## config.mk

```make
export PLATFORM = sky130hd
export DESIGN_NAME = fp32_mul_scheduler
export DESIGN_NICKNAME = d
export VERILOG_FILES = /design/src/rtl/fp32_mul_scheduler.sv
export SDC_FILE = /design/constraint.sdc
export NUM_CORES = 1
export LEC_CHECK = 0
export CAP_MARGIN = 10
export CORE_AREA = 2 2 163 165
export CTS_CLUSTER_DIAMETER = 150
export CTS_CLUSTER_SIZE = 10
export DETAILED_ROUTE_END_ITERATION = 7
export DIE_AREA = 0 0 165 167
export MAX_ROUTING_LAYER = met4
export PLACE_DENSITY_LB_ADDON = 0.05
export SYNTH_ARGS = -nofsm -noshare
export SYNTH_HDL_FRONTEND = slang
export SYNTH_SLANG_ARGS = --single-unit
```

## constraint.sdc

```tcl
create_clock -name clkn_i -period 2.13 [get_ports clkn_i]
set_input_delay 0.3195 -clock clkn_i [delete_from_list [all_inputs] [get_ports clkn_i]]
set_output_delay 0.3195 -clock clkn_i [all_outputs]
set_load 0.01 [all_outputs]
```

## src/rtl/fp32_mul_scheduler.sv

```systemverilog
// Round-robin arbiter sharing one FP32 multiplier among NREQ requesters; response MUL_LAT+1 falling edges after grant.
// Backpressure only through the one-hot combinational grant; responses cannot be stalled.
module fp32_mul_scheduler #(
  parameter int NREQ    = 4,
  parameter int MUL_LAT = 7,
  localparam int PTR_W  = (NREQ > 1) ? $clog2(NREQ) : 1,
  localparam int CNT_W  = $clog2(MUL_LAT + 2)
) (
  input  logic                 clkn_i,
  input  logic                 rstn_i,
  input  logic [NREQ-1:0]      req_valid_i,
  input  logic [32*NREQ-1:0]   req_a_i,
  input  logic [32*NREQ-1:0]   req_b_i,
  output logic [NREQ-1:0]      req_ready_o,
  output logic [31:0]          mul_a_o,
  output logic [31:0]          mul_b_o,
  input  logic [31:0]          mul_result_i,
  output logic [NREQ-1:0]      rsp_valid_o,
  output logic [31:0]          rsp_result_o,
  output logic [CNT_W-1:0]     inflight_o,
  output logic [15:0]          issue_cnt_o
);

  logic [PTR_W-1:0] ptr;
  logic [PTR_W-1:0] ptr_nxt;
  logic [PTR_W-1:0] gnt_idx;
  logic             gnt_vld;
  logic             found;
  logic             retire;

  logic [MUL_LAT-1:0] pipe_vld;
  logic [PTR_W-1:0]   pipe_idx [MUL_LAT];

  // Search starts at ptr and wraps; the grant is suppressed during reset.
  always_comb begin
    found   = 1'b0;
    gnt_idx = '0;
    for (int off = 0; off < NREQ; off++) begin
      if (!found && req_valid_i[(int'(ptr) + off) % NREQ]) begin
        found   = 1'b1;
        gnt_idx = PTR_W'((int'(ptr) + off) % NREQ);
      end
    end
    gnt_vld = found & rstn_i;
  end

  assign req_ready_o = gnt_vld ? (NREQ'(1) << gnt_idx) : '0;
  assign mul_a_o     = gnt_vld ? req_a_i[32*int'(gnt_idx) +: 32] : '0;
  assign mul_b_o     = gnt_vld ? req_b_i[32*int'(gnt_idx) +: 32] : '0;
  assign ptr_nxt     = (int'(gnt_idx) == NREQ - 1) ? '0 : PTR_W'(gnt_idx + 1'b1);
  assign retire      = |rsp_valid_o;

  always_ff @(negedge clkn_i or negedge rstn_i) begin
    if (!rstn_i) begin
      ptr <= '0;
    end else if (gnt_vld) begin
      ptr <= ptr_nxt;
    end
  end

  // Tag pipeline tracks the multiplier; its tail lines up with mul_result_i.
  always_ff @(negedge clkn_i or negedge rstn_i) begin
    if (!rstn_i) begin
      pipe_vld <= '0;
      for (int s = 0; s < MUL_LAT; s++) pipe_idx[s] <= '0;
    end else begin
      pipe_vld[0] <= gnt_vld;
      pipe_idx[0] <= gnt_idx;
      for (int s = 1; s < MUL_LAT; s++) begin
        pipe_vld[s] <= pipe_vld[s-1];
        pipe_idx[s] <= pipe_idx[s-1];
      end
    end
  end

  always_ff @(negedge clkn_i or negedge rstn_i) begin
    if (!rstn_i) begin
      rsp_valid_o  <= '0;
      rsp_result_o <= '0;
    end else if (pipe_vld[MUL_LAT-1]) begin
      rsp_valid_o  <= NREQ'(1) << pipe_idx[MUL_LAT-1];
      rsp_result_o <= mul_result_i;
    end else begin
      rsp_valid_o  <= '0;
    end
  end

  always_ff @(negedge clkn_i or negedge rstn_i) begin
    if (!rstn_i) begin
      inflight_o  <= '0;
      issue_cnt_o <= '0;
    end else begin
      case ({gnt_vld, retire})
        2'b10:   inflight_o <= CNT_W'(inflight_o + 1'b1);
        2'b01:   inflight_o <= CNT_W'(inflight_o - 1'b1);
        default: inflight_o <= inflight_o;
      endcase
      if (gnt_vld) issue_cnt_o <= issue_cnt_o + 16'd1;
    end
  end

endmodule

```

==> key figures <==
Logic synthesis
  • Synth Flop Type: dfrtn_1
  • EDFF count, synth: 0
  • Top-count cell post-synth: mux2i_1
  • Synth unique cells: 38
  • Post-synth top area share: 40.4%
  • Sequential fraction of the synthesis area: 40.4%
  • Synthesized net count: 731
  • #FFs+latches synth: 79
  • Synth top area cells: dfrtn_1 40%, mux2i_1 26%, o22ai_1 8.2%
  • Largest area contributor in the netlist: dfrtn_1
  • Synthesis warning total: 0
  • Synthesized area: 0.00490 mm2
  • Syn Inst Count: 429
  • Avg Cell Area, Syn: 11.4 um2
  • Post-synth top cells: 128 x mux2i_1, 79 x dfrtn_1, 64 x o22ai_1
  • Async S/R FF share, synth: 100%

Critical path
  • FF-to-FF setup slack: -60 ps
  • Critical setup path kind: register to primary output
  • CP arrival: 3270 ps
  • Reg2reg end: inflight_o[2]$_DFFE_NN0P_
  • Critical path required time: 1810 ps
  • Crit end category: primary output
  • Critical Path Start: ptr[0]$_DFFE_NN0P_
  • Crit-path max FO: 6
  • Crit path launch type: register
  • RR Startpoint: rsp_valid_o[1]$_DFF_NN0_
  • Reg2Reg Depth: 8

Floorplan
  • Die height: 167 um
  • Total Die Area: 0.0276 mm2
  • Starting Density: 19.0%
  • Num rows: 59
  • IO Pins: 418
  • Chip Width: 165 um
  • Core area: 0.0258 mm2

Global routing
  • Vias in the first global route: 6119
  • First-pass GRT wire length: 34.7 mm
  • Initial antenna violation count: 3
  • Largest net degree at the start of global routing: 80
  • All-Layer GR Usage: 17.2%
  • Overflow after GRT: 0

Worst hold path
  • Hold path cells: 0
  • Hold wc startpoint: pipe_vld[2]$_DFF_NN0_
  • Worst Hold End: pipe_vld[3]$_DFF_NN0_
  • Hold Path Class: register to register

Route
  • Wire per inst: 18.7 um
  • DR vias: 5484
  • Total Wirelength: 23.9 mm
  • Detailed Routing Iterations Pass 1: 4
  • Final ANT Viol Nets: 0
  • Mean number of vias per cell: 4.30
  • DRC viols: 0
  • DRT iter0 DRCs: 144

Pwr
  • Clock power share: 17.6%
  • Design Power: 9830 uW
  • Switching power share of the total: 33.4%
  • Leak pwr: 0.00506 uW
  • Int Power: 6540 uW
  • PwrDens: 856 mW/mm2
  • Maximum resistive drop on vdd: 0.000458 V
  • Psw: 3290 uW
  • Combinational power share: 62.1%
  • Seq pwr share: 20.2%

Clocking
  • Clock sink count: 79
  • Root buf cell: clkbuf_16
  • CTS buffer count: 9
  • Clock latency on the worst-skew pair: 340 ps
  • Hold-fix buffers, CTS: 0
  • H-tree depth: 3
  • CTS tree: yes
  • Clock-pin slew on the worst setup and hold paths: 40 ps
  • Clock buffer depth: 2

STA
  • Final worst slack: -1460 ps
  • Max transition margin: 35.1%
  • RSZ-0062 raised after global routing: yes
  • Final Hold Vio Count: 0
  • Final setup viols: 148
  • Max-slew violation count: 0
  • Final clock skew: 3.20 ps
  • Slew @ Worst Pin: 974 ps

Flow run
  • Max-cap viol count: 0

Cells and area
  • Register area: 0.00198 mm2
  • Layout cells sized above 1: 45.8%
  • Multi-input gate area in the final layout: 0.00360 mm2
  • Final core utilization: 44.6%
  • Final instance area: 0.0115 mm2
  • Non-Filler Instances: 1276
  • Area Growth Syn to Fin: 135%
  • Layout filler cell count: 2426
  • Fin nets: 1235

Placement
  • Dpl cells: 1208
  • Dpl hpwl: 18.5 mm
  • Port Buffers: 417
  • Setup Slack @ Placement: -1470 ps
  • GPL Wtd Cong: 0.831
  • Placed cell areas: 0.0104 mm2

Run status
  • Failing checks: negative setup slack
  • Status: finished with violations
-- routing by layer --
layer,part of all wire (%),track usage (%),vias up
met2,54,31.3,229
met5,0,-,-
met4,1.5,4.84,0
met3,7.8,4.58,19
met1,36,18.0,2608
li1,-,-,2628
-- registers in the layout, summed over array words and instances, names as in the netlist --
register      cells
pipe_vld          7
pipe_idx         14
inflight_o        4
ptr               2
rsp_result_o     32
issue_cnt_o      16
rsp_valid_o       4
-- layout make-up --
class / count / share of cell area (%)
Clock buffer: 11 / 2.03
Antenna cell: 3 / 0.0653
Sequential cell: 79 / 17.2
Clock inverter: 5 / 0.926
Inverter: 4 / 0.261
Timing Repair Buffer: 525 / 44.5
Tap cell: 335 / 3.65
Multi-Input combinational cell: 314 / 31.4
-- placed cells by master (no fill, tap or decap), types with 2 or more instances in the layout --
master             n
clkdlybuf4s50_1  288
buf_2             85
dfrtn_1           79
mux2i_1           77
buf_4             55
buf_6             54
o22ai_2           49
mux2i_2           34
mux2_2            33
buf_12            18
mux2i_4           17
o22ai_1           13
xnor2_1           12
clkbuf_16         10
buf_8             10
nand2_1            8
buf_16             8
xor2_1             6
clkbuf_2           6
nand3_2            5
nand4_1            5
ha_4               5
nor2_1             4
nand2_4            4
and2_4             4
and3_1             4
nand2_2            4
diode_2            3
o21ai_1            3
nor2b_4            3
bufinv_16          3
o22ai_4            2
xnor2_2            2
a211oi_2           2
ha_2               2
clkbuf_1           2
-- power groups by stage --
stage	registers (uW)	logic (uW)	clock network, uW
after floorplan	2120	2580	0
after global placement	1990	5030	0
after detailed placement	2000	5060	0
after CTS	1990	5840	1790
after global routing	2030	6510	1860
final	1990	6110	1730
-- critical path, stage by stage (launching register included) --
cell	delay, ps
dfrtn_1	460
nor2b_4	190
nand3_2	70
nand4_1	160
buf_12	180
buf_8	130
buf_12	120
buf_6	100
mux2i_4	220
o22ai_2	80
buf_2	150
-- cells by family after synthesis --
group	count (synthesis)	synth area share [%]
AOI/OAI and AO/OA	74	9.79
xor gates and xnor gates	20	3.58
adders and majority gates	8	2.04
buffers and inverters	36	4.19
DFF	79	40.4
muxes	161	33.8
and+or+nand+nor	51	6.26
-- worst max-delay path by stage --
stage                                     end  cells past startpoint
finish                            mul_a_o[28]                     10
global route                      mul_a_o[28]                     10
CTS                                mul_a_o[1]                      9
detailed placement                mul_a_o[30]                      8
global placement                  mul_a_o[30]                      8
floorplan           inflight_o[2]$_DFFE_NN0P_                      9
-- repair_timing --
item	4_1_cts	5_1_grt
resized for setup	621	97
cloned	11	1
endpoints found under the setup margin	149	148
pin swaps	37	26
buffers inserted	33	11
-- metrics by stage --
| step | setup TNS [ps] | hold WS, ps |
|---|---|---|
| after floorplan | -60690 | 292 |
| after global placement | -142740 | 293 |
| after detailed placement | -147390 | 295 |
| after CTS | -116030 | 295 |
| after global routing | -120500 | 301 |
| final | -110230 | 295 |
(Power assumes the default switching activity.)
